## src/rtl/cpu_types_pkg.sv

```systemverilog
// cpu_types_pkg: shared RAM handshake and memory-controller types.
// Contents:
//   ramstate_t       - RAM port status reported back to the controller
//   memctl_state_t   - memory_control FSM states
//   BAD_WORD_DEFAULT - load value returned when a RAM access fails
package cpu_types_pkg;

    typedef enum logic [1:0] {
        FREE   = 2'd0,
        BUSY   = 2'd1,
        ACCESS = 2'd2,
        ERROR  = 2'd3
    } ramstate_t;

    typedef enum logic [1:0] {
        IDLE   = 2'd0,
        DACC   = 2'd1,
        IACC   = 2'd2,
        HALTED = 2'd3
    } memctl_state_t;

    localparam logic [31:0] BAD_WORD_DEFAULT = 32'hBAD1BAD1;

endpackage

```

## src/rtl/memory_control_if.sv

```systemverilog
// memory_control_if: CPU request/response and RAM port signals of memory_control.
// Modports:
//   slave  - memory_control: takes CPU requests and RAM status, drives waits, loads, RAM strobes
//   master - CPU datapath plus RAM: drives requests and RAM status, observes the rest
interface memory_control_if;
    import cpu_types_pkg::*;

    logic        halt;
    logic        iREN;
    logic [31:0] iaddr;
    logic        iwait;
    logic [31:0] iload;
    logic        dREN;
    logic        dWEN;
    logic [31:0] daddr;
    logic [31:0] dstore;
    logic        dwait;
    logic [31:0] dload;
    logic        ramREN;
    logic        ramWEN;
    logic [31:0] ramaddr;
    logic [31:0] ramstore;
    logic [31:0] ramload;
    ramstate_t   ramstate;
    logic        mem_err;

    modport slave (
        input  halt, iREN, iaddr, dREN, dWEN, daddr, dstore, ramload, ramstate,
        output iwait, iload, dwait, dload, ramREN, ramWEN, ramaddr, ramstore, mem_err
    );

    modport master (
        output halt, iREN, iaddr, dREN, dWEN, daddr, dstore, ramload, ramstate,
        input  iwait, iload, dwait, dload, ramREN, ramWEN, ramaddr, ramstore, mem_err
    );

endinterface

```

## src/rtl/memctl_timeout.sv

```systemverilog
// memctl_timeout: per-transaction wait counter flagging when a RAM access has waited too long.
// Ports:
//   CLK, RST - clock, asynchronous active-high reset
//   clear    - hold the counter at zero (controller not in an access state)
//   enable   - count one waiting cycle
//   expired  - count has reached TIMEOUT; always low when TIMEOUT is 0
module memctl_timeout #(
    parameter int TIMEOUT = 255
) (
    input  logic CLK,
    input  logic RST,
    input  logic clear,
    input  logic enable,
    output logic expired
);

    localparam int W = (TIMEOUT > 0) ? $clog2(TIMEOUT + 1) : 1;
    localparam logic [W-1:0] LIMIT = W'(TIMEOUT);

    logic [W-1:0] cnt;

    assign expired = (TIMEOUT != 0) && (cnt == LIMIT);

    // Reaching LIMIT ends the transaction, so holding at LIMIT is enough to avoid wrap.
    always_ff @(posedge CLK or posedge RST) begin
        if (RST)
            cnt <= '0;
        else if (clear)
            cnt <= '0;
        else if (enable && !expired)
            cnt <= cnt + 1'b1;
    end

endmodule

```

## src/rtl/memory_control.sv

```systemverilog
// memory_control: serialises instruction fetches and data accesses onto one RAM port.
// Ports:
//   CLK, RST - clock, asynchronous active-high reset
//   bus      - memory_control_if.slave: CPU requests (halt, iREN/iaddr, dREN/dWEN/daddr/dstore),
//              handshakes (iwait/iload, dwait/dload), RAM port (ramREN/ramWEN/ramaddr/ramstore,
//              ramload/ramstate) and the sticky mem_err flag
// Data requests win over halt, halt wins over fetch; HALTED is left only through reset.
module memory_control
    import cpu_types_pkg::*;
#(
    parameter int          TIMEOUT  = 255,
    parameter logic [31:0] BAD_WORD = BAD_WORD_DEFAULT
) (
    input logic              CLK,
    input logic              RST,
    memory_control_if.slave  bus
);

    memctl_state_t state;
    logic          busy;
    logic          expired;
    logic          done;
    logic          fail;
    logic [31:0]   resp;

    assign busy = (state == DACC) || (state == IACC);
    assign done = busy && (bus.ramstate == ACCESS || bus.ramstate == ERROR || expired);
    assign fail = done && (bus.ramstate != ACCESS);
    // Writes return nothing on success; any failure returns the marker word.
    assign resp = fail ? BAD_WORD : (bus.ramWEN ? 32'h0 : bus.ramload);

    assign bus.dwait = !(state == DACC && done);
    assign bus.iwait = !(state == IACC && done);
    assign bus.dload = (state == DACC && done) ? resp : 32'h0;
    assign bus.iload = (state == IACC && done) ? resp : 32'h0;

    memctl_timeout #(.TIMEOUT(TIMEOUT)) u_timeout (
        .CLK     (CLK),
        .RST     (RST),
        .clear   (!busy),
        .enable  (busy),
        .expired (expired)
    );

    // The RAM strobe/address/data registers double as the latched request,
    // so a requester changing its inputs mid-transaction has no effect.
    always_ff @(posedge CLK or posedge RST) begin
        if (RST) begin
            state        <= IDLE;
            bus.ramREN   <= 1'b0;
            bus.ramWEN   <= 1'b0;
            bus.ramaddr  <= 32'h0;
            bus.ramstore <= 32'h0;
            bus.mem_err  <= 1'b0;
        end else begin
            case (state)
                IDLE: begin
                    if (bus.dREN || bus.dWEN) begin
                        state        <= DACC;
                        bus.ramREN   <= !bus.dWEN;
                        bus.ramWEN   <= bus.dWEN;
                        bus.ramaddr  <= bus.daddr;
                        bus.ramstore <= bus.dstore;
                    end else if (bus.halt) begin
                        state <= HALTED;
                    end else if (bus.iREN) begin
                        state        <= IACC;
                        bus.ramREN   <= 1'b1;
                        bus.ramWEN   <= 1'b0;
                        bus.ramaddr  <= bus.iaddr;
                        bus.ramstore <= 32'h0;
                    end
                end
                DACC, IACC: begin
                    if (done) begin
                        state        <= IDLE;
                        bus.ramREN   <= 1'b0;
                        bus.ramWEN   <= 1'b0;
                        bus.ramaddr  <= 32'h0;
                        bus.ramstore <= 32'h0;
                        if (fail)
                            bus.mem_err <= 1'b1;
                    end
                end
                default: state <= HALTED;
            endcase
        end
    end

endmodule
```

## src/flat_wrapper.sv

```systemverilog
// flat-port wrapper written by rule: the top's interface ports become plain ports
module memory_control_flat import cpu_types_pkg::*;
#(
    parameter int          TIMEOUT  = 255,
    parameter logic [31:0] BAD_WORD = BAD_WORD_DEFAULT
)
  (CLK, RST, bus_halt, bus_iREN, bus_iaddr, bus_dREN, bus_dWEN, bus_daddr, bus_dstore, bus_ramload, bus_ramstate, bus_iwait, bus_iload, bus_dwait, bus_dload, bus_ramREN, bus_ramWEN, bus_ramaddr, bus_ramstore, bus_mem_err);
  memory_control_if bus_i ();
  input logic CLK;
  input logic RST;
  input wire logic [$bits(bus_i.halt)-1:0] bus_halt;
  input wire logic [$bits(bus_i.iREN)-1:0] bus_iREN;
  input wire logic [$bits(bus_i.iaddr)-1:0] bus_iaddr;
  input wire logic [$bits(bus_i.dREN)-1:0] bus_dREN;
  input wire logic [$bits(bus_i.dWEN)-1:0] bus_dWEN;
  input wire logic [$bits(bus_i.daddr)-1:0] bus_daddr;
  input wire logic [$bits(bus_i.dstore)-1:0] bus_dstore;
  input wire logic [$bits(bus_i.ramload)-1:0] bus_ramload;
  input wire logic [$bits(bus_i.ramstate)-1:0] bus_ramstate;
  output wire logic [$bits(bus_i.iwait)-1:0] bus_iwait;
  output wire logic [$bits(bus_i.iload)-1:0] bus_iload;
  output wire logic [$bits(bus_i.dwait)-1:0] bus_dwait;
  output wire logic [$bits(bus_i.dload)-1:0] bus_dload;
  output wire logic [$bits(bus_i.ramREN)-1:0] bus_ramREN;
  output wire logic [$bits(bus_i.ramWEN)-1:0] bus_ramWEN;
  output wire logic [$bits(bus_i.ramaddr)-1:0] bus_ramaddr;
  output wire logic [$bits(bus_i.ramstore)-1:0] bus_ramstore;
  output wire logic [$bits(bus_i.mem_err)-1:0] bus_mem_err;
  assign bus_i.halt = bus_halt;
  assign bus_i.iREN = bus_iREN;
  assign bus_i.iaddr = bus_iaddr;
  assign bus_i.dREN = bus_dREN;
  assign bus_i.dWEN = bus_dWEN;
  assign bus_i.daddr = bus_daddr;
  assign bus_i.dstore = bus_dstore;
  assign bus_i.ramload = bus_ramload;
  assign bus_i.ramstate = bus_ramstate;
  assign bus_iwait = bus_i.iwait;
  assign bus_iload = bus_i.iload;
  assign bus_dwait = bus_i.dwait;
  assign bus_dload = bus_i.dload;
  assign bus_ramREN = bus_i.ramREN;
  assign bus_ramWEN = bus_i.ramWEN;
  assign bus_ramaddr = bus_i.ramaddr;
  assign bus_ramstore = bus_i.ramstore;
  assign bus_mem_err = bus_i.mem_err;
  memory_control #(.TIMEOUT(TIMEOUT), .BAD_WORD(BAD_WORD)) u_core (.CLK(CLK), .RST(RST), .bus(bus_i));
endmodule
```

## config.mk

```make
export PLATFORM = sky130hd
export DESIGN_NAME = memory_control_flat
export DESIGN_NICKNAME = d
export VERILOG_FILES = /design/src/rtl/cpu_types_pkg.sv /design/src/rtl/memory_control_if.sv /design/src/rtl/memctl_timeout.sv /design/src/rtl/memory_control.sv /design/src/flat_wrapper.sv
export SDC_FILE = /design/constraint.sdc
export NUM_CORES = 1
export LEC_CHECK = 0
export BUFFER_PORTS_ARGS = -buffer_cell sky130_fd_sc_hd__buf_2
export CORE_UTILIZATION = 25
export DETAILED_ROUTE_END_ITERATION = 8
export PLACE_DENSITY = 0.53
export REMOVE_ABC_BUFFERS = 1
export SYNTH_ARGS = -nofsm -noshare
export SYNTH_HDL_FRONTEND = slang
export SYNTH_SLANG_ARGS = --single-unit
```

## constraint.sdc

```tcl
create_clock -name CLK -period 5.1 [get_ports CLK]
set_clock_uncertainty 0.05 [all_clocks]
set_input_delay 0.765 -clock CLK [delete_from_list [all_inputs] [get_ports CLK]]
set_output_delay 0.765 -clock CLK [all_outputs]
set_load 0.02 [all_outputs]
```

## Word-level counts from Yosys, hierarchy flattened

Cells that the tools add are included.

- Word-level logic and storage cells: 67
- Output and inout port bits: 133
- Bits in registers: 77
- Bits of input ports: 136

- Reductions and logical operators: 19
- Muxes and demuxes: 29
- Add/subtract/negate cells: 1
- Equality and inequality tests: 11

Operator list:

| cell | count |
|---|---|
| 32-bit 2-to-1 mux | 11 |
| 32-bit case mux with 2 select lines | 2 |
| 8-bit 2-to-1 mux | 2 |
| 8-bit by 1-bit adder with 8-bit output, second input constant | 1 |
| 8-bit == test, second input constant | 1 |
| 2-bit 2-to-1 mux | 4 |
| 1-bit 2-to-1 mux | 7 |
| 2-bit == test, second input constant | 3 |
| 3-bit by 2-bit != test with 1-bit output, second input constant | 2 |
| 1-bit logical AND | 5 |
| 1-bit zero test | 4 |
| 1-bit logical OR | 4 |
| 2-bit != test, second input constant | 2 |
| 4-bit by 3-bit != test with 1-bit output, second input constant | 1 |
| 1-bit case mux with 2 select lines | 2 |
| 2-bit case mux with 2 select lines | 1 |
| 4-bit AND reduction | 1 |
| 3-bit AND reduction | 1 |
| 2-bit by 1-bit == test with 1-bit output, second input constant | 1 |
| 2-bit zero test | 1 |
| 2-bit by 1-bit != test with 1-bit output, second input constant | 1 |
| 2-bit AND reduction | 1 |
| 2-bit nonzero test | 1 |
| 2-bit OR reduction | 1 |

## Longest topological paths before layout

Gate-level depths: netlist of run 1.

- Depth in word-level cells: 7
- Gate-level depth with buffers: 9
- Mapped depth without buffers: 6

## By module

Synthesis of run 1 repeated with hierarchy kept, for this count alone.

- Cells, all modules: 495
- Area, all modules: 4652.0 sq um

By module, submodules not included:

| module | cells an instance | seq. area each (sq um) | instances | area an instance (sq um) |
|---|---|---|---|---|
| memory_control | 447 | 1726.7 | 1 | 4160.2 |
| memctl_timeout | 48 | 200.2 | 1 | 491.7 |

## Worst setup path after synthesis of run 1

Ideal clock, no wire load.

- Path kind: input to output
- Start: input port bus_ramstate[1]
- End: output port bus_dload[10]
- Stages on the path: 4
- Required time: 4.285 ns
- Arrival time: 1.975 ns
- Path buffers: 2
- Path slack: 2.310 ns
- Cell sequence: clkbuf_1 nor4b_2 clkbuf_1 and3_1

- Word-level cells in the longest chain between the ends: 7
- Elaborated cells on any way between the ends: 10
- Classes of those cells: 3 x eq/ne; 2 x mux; 5 x reduce/logical

RTL lines:

| item | RTL line | RTL |
|---|---|---|
| from (decl) | flat_wrapper.sv:19 | `input wire logic [$bits(bus_i.ramstate)-1:0] bus_ramstate;` |
| 2-bit == test | memory_control.sv:27 | `assign done = busy && (bus.ramstate == ACCESS \|\| bus.ramstate == ERROR \|\| expired);` |
| 1-bit logical OR (2 in series) | memory_control.sv:27 |  |
| 1-bit logical AND | memory_control.sv:27 |  |
| 1-bit logical AND | memory_control.sv:28 | `assign fail = done && (bus.ramstate != ACCESS);` |
| 32-bit 2-to-1 mux | memory_control.sv:30 | `assign resp = fail ? BAD_WORD : (bus.ramWEN ? 32'h0 : bus.ramload);` |
| 32-bit 2-to-1 mux (*) | memory_control.sv:34 | `assign bus.dload = (state == DACC && done) ? resp : 32'h0;` |
| to (decl) | flat_wrapper.sv:23 | `output wire logic [$bits(bus_i.dload)-1:0] bus_dload;` |

Mark *: on every way between the ends. The rest lies on a longest branch, timed or not.

## Worst setup path in the final report of run 1

- Start: register u_core.state[1]
- End: output port bus_iload[19]

- Word-level cells in the longest chain between the ends: 6
- Elaborated cells on any way between the ends: 8
- Classes of those cells: 2 x eq/ne; 2 x mux; 4 x reduce/logical

RTL lines:

| item | RTL line | RTL |
|---|---|---|
| from (decl) | memory_control.sv:19 | `memctl_state_t state;` |
| from (signal assigned) | memory_control.sv:49 | `state <= IDLE;` |
| from (signal assigned) | memory_control.sv:59 | `state <= DACC;` |
| from (signal assigned) | memory_control.sv:65 | `state <= HALTED;` |
| 2-bit by 1-bit == test with 1-bit output or 2-bit == test (tied branches) | memory_control.sv:26, memory_control.sv:35 |  |
| 1-bit logical OR | memory_control.sv:26 | `assign busy = (state == DACC) \|\| (state == IACC);` |
| 1-bit logical AND | memory_control.sv:27 |  |
| 1-bit logical AND | memory_control.sv:28 |  |
| 32-bit 2-to-1 mux | memory_control.sv:30 |  |
| 32-bit 2-to-1 mux (*) | memory_control.sv:35 | `assign bus.iload = (state == IACC && done) ? resp : 32'h0;` |
| to (decl) | flat_wrapper.sv:21 | `output wire logic [$bits(bus_i.iload)-1:0] bus_iload;` |

Marked as above.

==> results of run 1 <==
-- layer usage --
metal,GRT usage,routed length (µm),vias up
li1,-,-,1973
met1,0.1744,5130,1879
met2,0.2511,6347,146
met3,0.04377,892,12
met4,0.06298,191,0
met5,0,0,-
-- power breakdown --
part	total (mW)	switching (mW)	internal [mW]
Sequential	0.977	0.136	0.841
Combinational	1.77	1.06	0.706
Clock	0.620	0.279	0.342
-- worst max-delay path, stage by stage, from the launching register on --
cell and delay (ns):
dfrtp_1 0.39, inv_1 0.08, ha_2 0.86, inv_1 0.36, nor4b_2 0.28, buf_4 0.26
and3_1 0.19, buf_2 0.17
-- cells by family after synthesis --
| family | share of synthesized area |
|---|---|
| XOR/XNOR | 0.004335 |
| flip-flops | 0.4768 |
| AO/OA/AOI/OAI | 0.1997 |
| AND/OR/NAND/NOR | 0.1666 |
| adder cells (fa/ha/maj) | 0.01548 |
| buffers and inverters | 0.04242 |
| multiplexers | 0.09474 |
-- cell usage after synthesis, drive strengths merged, types with 3 or more instances --
cell type,number
mux2,32
dfrtp,77
nand2b,19
o21ai,6
nand2,69
and3,30
a31oi,5
clkbuf,24
ha,5
inv,5
a21oi,71
buf,10
nor2,6
nor3,3
a22o,34
-- registers in the layout, indices dropped and copies added, names as in the netlist --
signal and cells:
u_core.bus.ramaddr 32, u_core.bus.ramstore 32, u_core.u_timeout.cnt 8, u_core.state 2, u_core.bus.mem_err 1, u_core.bus.ramREN 1
u_core.bus.ramWEN 1
-- path summary, 6_finish.rpt --
| kind | startpoint | end | slack, ns | depth (start not counted) |
|---|---|---|---|---|
| worst max-delay path | u_core.state[1] | bus_iload[19] | 1.34 | 7 |
| worst min-delay path | RST | u_core.bus.ramstore[10] | 0.41 | 2 |
| worst max register to register | u_core.state[1] | u_core.bus.ramaddr[22] | 1.68 | 7 |
| worst min register to register | u_core.bus.mem_err | u_core.bus.mem_err | 0.43 | 1 |
| max in group asynchronous | RST | u_core.bus.ramaddr[25] | 3.61 | 3 |
| min in group CLK | u_core.bus.mem_err | u_core.bus.mem_err | 0.43 | 1 |
-- metrics by stage --
step                      setup WS (ns)  cells  area [µm²]  total power [mW]  hold WS [ns]
final                             1.339    886        5859             3.365        0.4119
after global routing              1.080    886        5859             3.611        0.4425
after CTS                         1.307    886        5859             3.415        0.4241
after detailed placement          1.623    870        5564             2.780        0.4113
after global placement            1.733    870        5564             2.736        0.4085
after floorplan                   1.012    380        3889             2.197        0.4263
-- area by class of cell --
type / count / share of cell area
Clock buffer: 9 / 0.03844
Clock inverter: 7 / 0.01196
Inverter: 5 / 0.003417
Multi-Input combinational cell: 298 / 0.3346
Sequential cell: 77 / 0.3288
Tap cell: 216 / 0.04612
Timing Repair Buffer: 274 / 0.2366
==> results.py, run 1 <==
metrics = {
    "status": {
        "status": "complete, no violations",
    },
    "grt": {
        "antenna_found_initial": 0,
        "grt_overflow": 0,
        "grt_pass1_wl_mm": 19.02,
        "grt_max_degree": 46,
        "grt_pass1_vias": 3698,
        "track_usage": 0.1482,
    },
    "synthesis": {
        "synth-edff-count": 0,
        "synth_area_um2": 4041,
        "synth_area_leaders": "dfrtp_1 48%, a21oi_1 8.7%, a22o_1 7.4%",
        "ys_types": 35,
        "ys_warn_count": 0,
        "syn_inst": 414,
        "synthDominantCellAreaShare": 0.4768,
        "synth_seq_cells": 77,
        "ys_seq_area_frac": 0.4768,
        "avgSynthCellArea_um2": 9.762,
        "synth_flop_cell": "dfrtp_1",
        "ys_async_sr_fraction": 1.000,
        "synth_top_area_cell": "dfrtp_1",
    },
    "floorplanning": {
        "ios": 269,
        "rows": 46,
        "floorplan.die_area_um2": 16680,
        "core_area_um2": 15830,
        "die_h_um": 129.1,
        "die_x_um": 129.1,
        "start_util": 0.2553,
    },
    "clock_tree": {
        "clock_path_buffers": 2,
        "cts_made_buffers": 9,
        "cts_setup_buffers": 0,
        "numClockSinks": 77,
        "tritoncts": "done",
        "root_buffer": "clkbuf_16",
        "cts_hold_buf": 0,
        "cts_resized": 0,
        "clk_latency_ns": 0.34,
        "cts_htree_levels": 3,
        "clkTransAtPathRegs_ns": 0.06,
    },
    "critical_path": {
        "path_max_fanout": 43,
        "cp-end-kind": "primary output",
        "start_kind": "flip-flop",
        "worstSetupPathType": "flip-flop to primary output",
        "worstPathArrival_ns": 2.95,
        "critical_path_required_ns": 4.28,
    },
    "routing": {
        "wirelength_mm": 12.56,
        "vias_per_cell": 4.526,
        "first_pass_iters": 4,
        "vias": 4010,
        "wl_per_cell_um": 14.18,
        "drtAntennaViolNets": 0,
        "drc": 0,
        "drtIter0Drc": 161,
    },
    "min_path": {
        "hp-class": "input pin to asynchronous set/reset pin",
    },
    "final_layout": {
        "final_common_cell": "buf_2",
        "antennaDiodeCount": 0,
        "nNetsFinal": 806,
        "drive_above_1_share": 0.5000,
        "fill_cells": 1647,
        "multi_input_area_um2": 1961,
        "seqCellArea_um2": 1927,
        "final_cell_mix": "268 x buf_2, 77 x dfrtp_1, 70 x a21oi_1",
        "final_core_util": 0.3702,
        "syn2layout_area_growth_pct": 44.98,
    },
    "power": {
        "power.density_nw_per_um2": 574.3,
        "ir_drop_uv": 316.3,
        "leakage_nw": 3.309,
    },
    "timing": {
        "fin_crit_sh": 0.7375,
        "max_freq_mhz": 265.9,
        "drv_slew": 0,
        "maxSlewHeadroom": 0.3909,
        "tns_ns": 0,
        "worst_pin_slew_ns": 0.9104,
        "hold_viol": 0,
        "finalSetupViolCount": 0,
        "period_needed_ns": 3.761,
        "rsz0062_at_grt": "false",
    },
    "placed_design": {
        "io_buffers": 268,
        "dp.final_hpwl_mm": 9.266,
        "gp_congestion": 0.7883,
    },
    "job": {
        "maxCapViolations": 0,
    },
}
Power figures use the tool's default switching activity.
==> run 2: changes to the inputs <==
- PLACE_DENSITY: 0.53 -> 0.55
- clock period: 5.1 -> 3.2 ns (I/O delays scaled with it)
==> run 2 against run 1 <==
  * First-iteration DRC count shrank 9.3%
  * Critical path depth grew 1
  * Via count grew 2.1%
  * Design area grew 0.70%
  * Global-route usage is essentially flat
  * Sequential cell count is the same
  * Power grew 63%
  * Sequential share of layout area shrank 0.23 points
  * Critical endpoint is now bus_dload[1]
  * Routed wire length grew 0.74%
  * Final cell count grew 0.34%
==> results.py, run 2 (synthesized netlist as in run 1, its figures left out) <==
metrics = {
    "clock_tree": {
        "clock_path_buffers": 2,
        "cts_resized": 0,
        "numClockSinks": 77,
        "cts_hold_buf": 0,
        "clk_latency_ns": 0.34,
        "tritoncts": "done",
        "clkTransAtPathRegs_ns": 0.06,
        "cts_htree_levels": 3,
        "cts_setup_buffers": 0,
        "cts_made_buffers": 9,
        "root_buffer": "clkbuf_16",
    },
    "timing": {
        "period_needed_ns": 2.902,
        "max_freq_mhz": 344.6,
        "fin_crit_sh": 0.9067,
        "rsz0062_at_grt": "false",
        "worst_pin_slew_ns": 0.8140,
        "maxSlewHeadroom": 0.4557,
        "finalSetupViolCount": 0,
        "tns_ns": 0,
        "drv_slew": 0,
        "hold_viol": 0,
    },
    "critical_path": {
        "worstSetupPathType": "flip-flop to primary output",
        "critPathLaunch": "u_core.state[1]",
        "worstPathArrival_ns": 2.37,
        "cp-end-kind": "primary output",
        "r2r_start": "u_core.state[1]",
        "start_kind": "flip-flop",
        "path_max_fanout": 28,
        "critical_path_required_ns": 2.67,
    },
    "placed_design": {
        "dp_cells": 873,
        "dp.final_hpwl_mm": 9.407,
        "io_buffers": 268,
        "gp_congestion": 0.7723,
    },
    "routing": {
        "vias": 4094,
        "wirelength_mm": 12.66,
        "vias_per_cell": 4.605,
        "drc": 0,
        "wl_per_cell_um": 14.24,
        "drtAntennaViolNets": 0,
        "drtIter0Drc": 146,
        "first_pass_iters": 4,
    },
    "power": {
        "p_int_mw": 3.120,
        "ir_drop_uv": 354.3,
        "switching_share": 0.4326,
        "pwr-share-seq": 0.283,
        "power.density_nw_per_um2": 931.9,
        "leakage_nw": 3.339,
        "p_comb_frac": 0.526,
        "p_switching_mw": 2.379,
        "clkPwrFrac": 0.191,
    },
    "final_layout": {
        "final_cell_mix": "268 x buf_2, 77 x dfrtp_1, 70 x a21oi_1",
        "final_core_util": 0.3728,
        "drive_above_1_share": 0.5007,
        "syn2layout_area_growth_pct": 46.01,
        "final_common_cell": "buf_2",
        "fill_cells": 1654,
        "stdcell_count": 889,
        "nNetsFinal": 809,
        "antennaDiodeCount": 0,
        "reg_top3": "u_core.bus.ramaddr (32), u_core.bus.ramstore (32), u_core.u_timeout.cnt (8)",
    },
    "floorplanning": {
        "die_x_um": 129.1,
        "rows": 46,
        "start_util": 0.2553,
        "die_h_um": 129.1,
        "core_area_um2": 15830,
        "ios": 269,
        "floorplan.die_area_um2": 16680,
    },
    "min_path": {
        "hp-class": "input pin to asynchronous set/reset pin",
    },
    "status": {
        "status": "complete, no violations",
    },
    "grt": {
        "grt_pass1_vias": 3792,
        "grt_overflow": 0,
        "track_usage": 0.1482,
        "grt_max_degree": 61,
        "antenna_found_initial": 0,
        "grt_pass1_wl_mm": 19.00,
    },
    "job": {
        "maxCapViolations": 0,
    },
}
-- run 2: per-layer routing --
metal / track usage / up-vias / share of wire
met5: 0 / - / 0
met4: 0.04775 / 0 / 0.012
met3: 0.05615 / 11 / 0.080
met2: 0.2533 / 154 / 0.49
met1: 0.1704 / 1944 / 0.41
li1: - / 1985 / -
-- run 2: worst paths after layout --
path | cells after the start | slack (ns) | end
worst max-delay path | 8 | 0.30 | bus_dload[1]
worst min-delay path | 2 | 0.06 | u_core.bus.ramstore[4]
worst max register to register | 8 | 0.80 | u_core.bus.ramaddr[7]
worst min register to register | 1 | 0.44 | u_core.bus.mem_err
max in group asynchronous | 3 | 2.33 | u_core.bus.ramaddr[22]
min in group CLK | 2 | 0.30 | u_core.bus.ramstore[11]
-- run 2: cell type report --
type / count / area (µm²) / share of cell area
clock inverters: 7 / 78.83 / 0.01336
inverters: 5 / 20.02 / 0.003393
repair buffers: 277 / 1421 / 0.2409
multi-input cells: 298 / 1958 / 0.3318
well taps: 216 / 270.3 / 0.04580
clock buffers: 9 / 225.2 / 0.03817
flip-flops and latches: 77 / 1927 / 0.3265
-- run 2: power groups by stage --
stage | clock network, mW | logic, mW | registers (mW)
after global routing | 1.14 | 3.15 | 1.60
final | 1.05 | 2.89 | 1.56
after detailed placement | 0 | 2.93 | 1.55
after global placement | 0 | 2.86 | 1.55
after floorplan | 0 | 1.58 | 1.92
after CTS | 1.08 | 2.92 | 1.56
-- run 2: through the flow --
step	worst slack [ns]	area (µm²)	power [mW]	hold slack, ns
floorplan	-0.6034	3889	3.502	0.4263
global placement	0.7557	5597	4.411	0.4285
detailed placement	0.6719	5597	4.485	0.4299
CTS	0.2905	5901	5.560	0.06240
global route	0.1062	5901	5.891	0.06777
finish	0.2985	5901	5.499	0.06279
-- run 2: critical path, cell delays in order, from the launching register on --
cell and delay (ns):
dfrtp_1 0.39, inv_1 0.08, ha_1 0.29, buf_4 0.21
inv_1 0.17, nor4b_2 0.25, buf_4 0.26, and3_1 0.19
buf_2 0.17
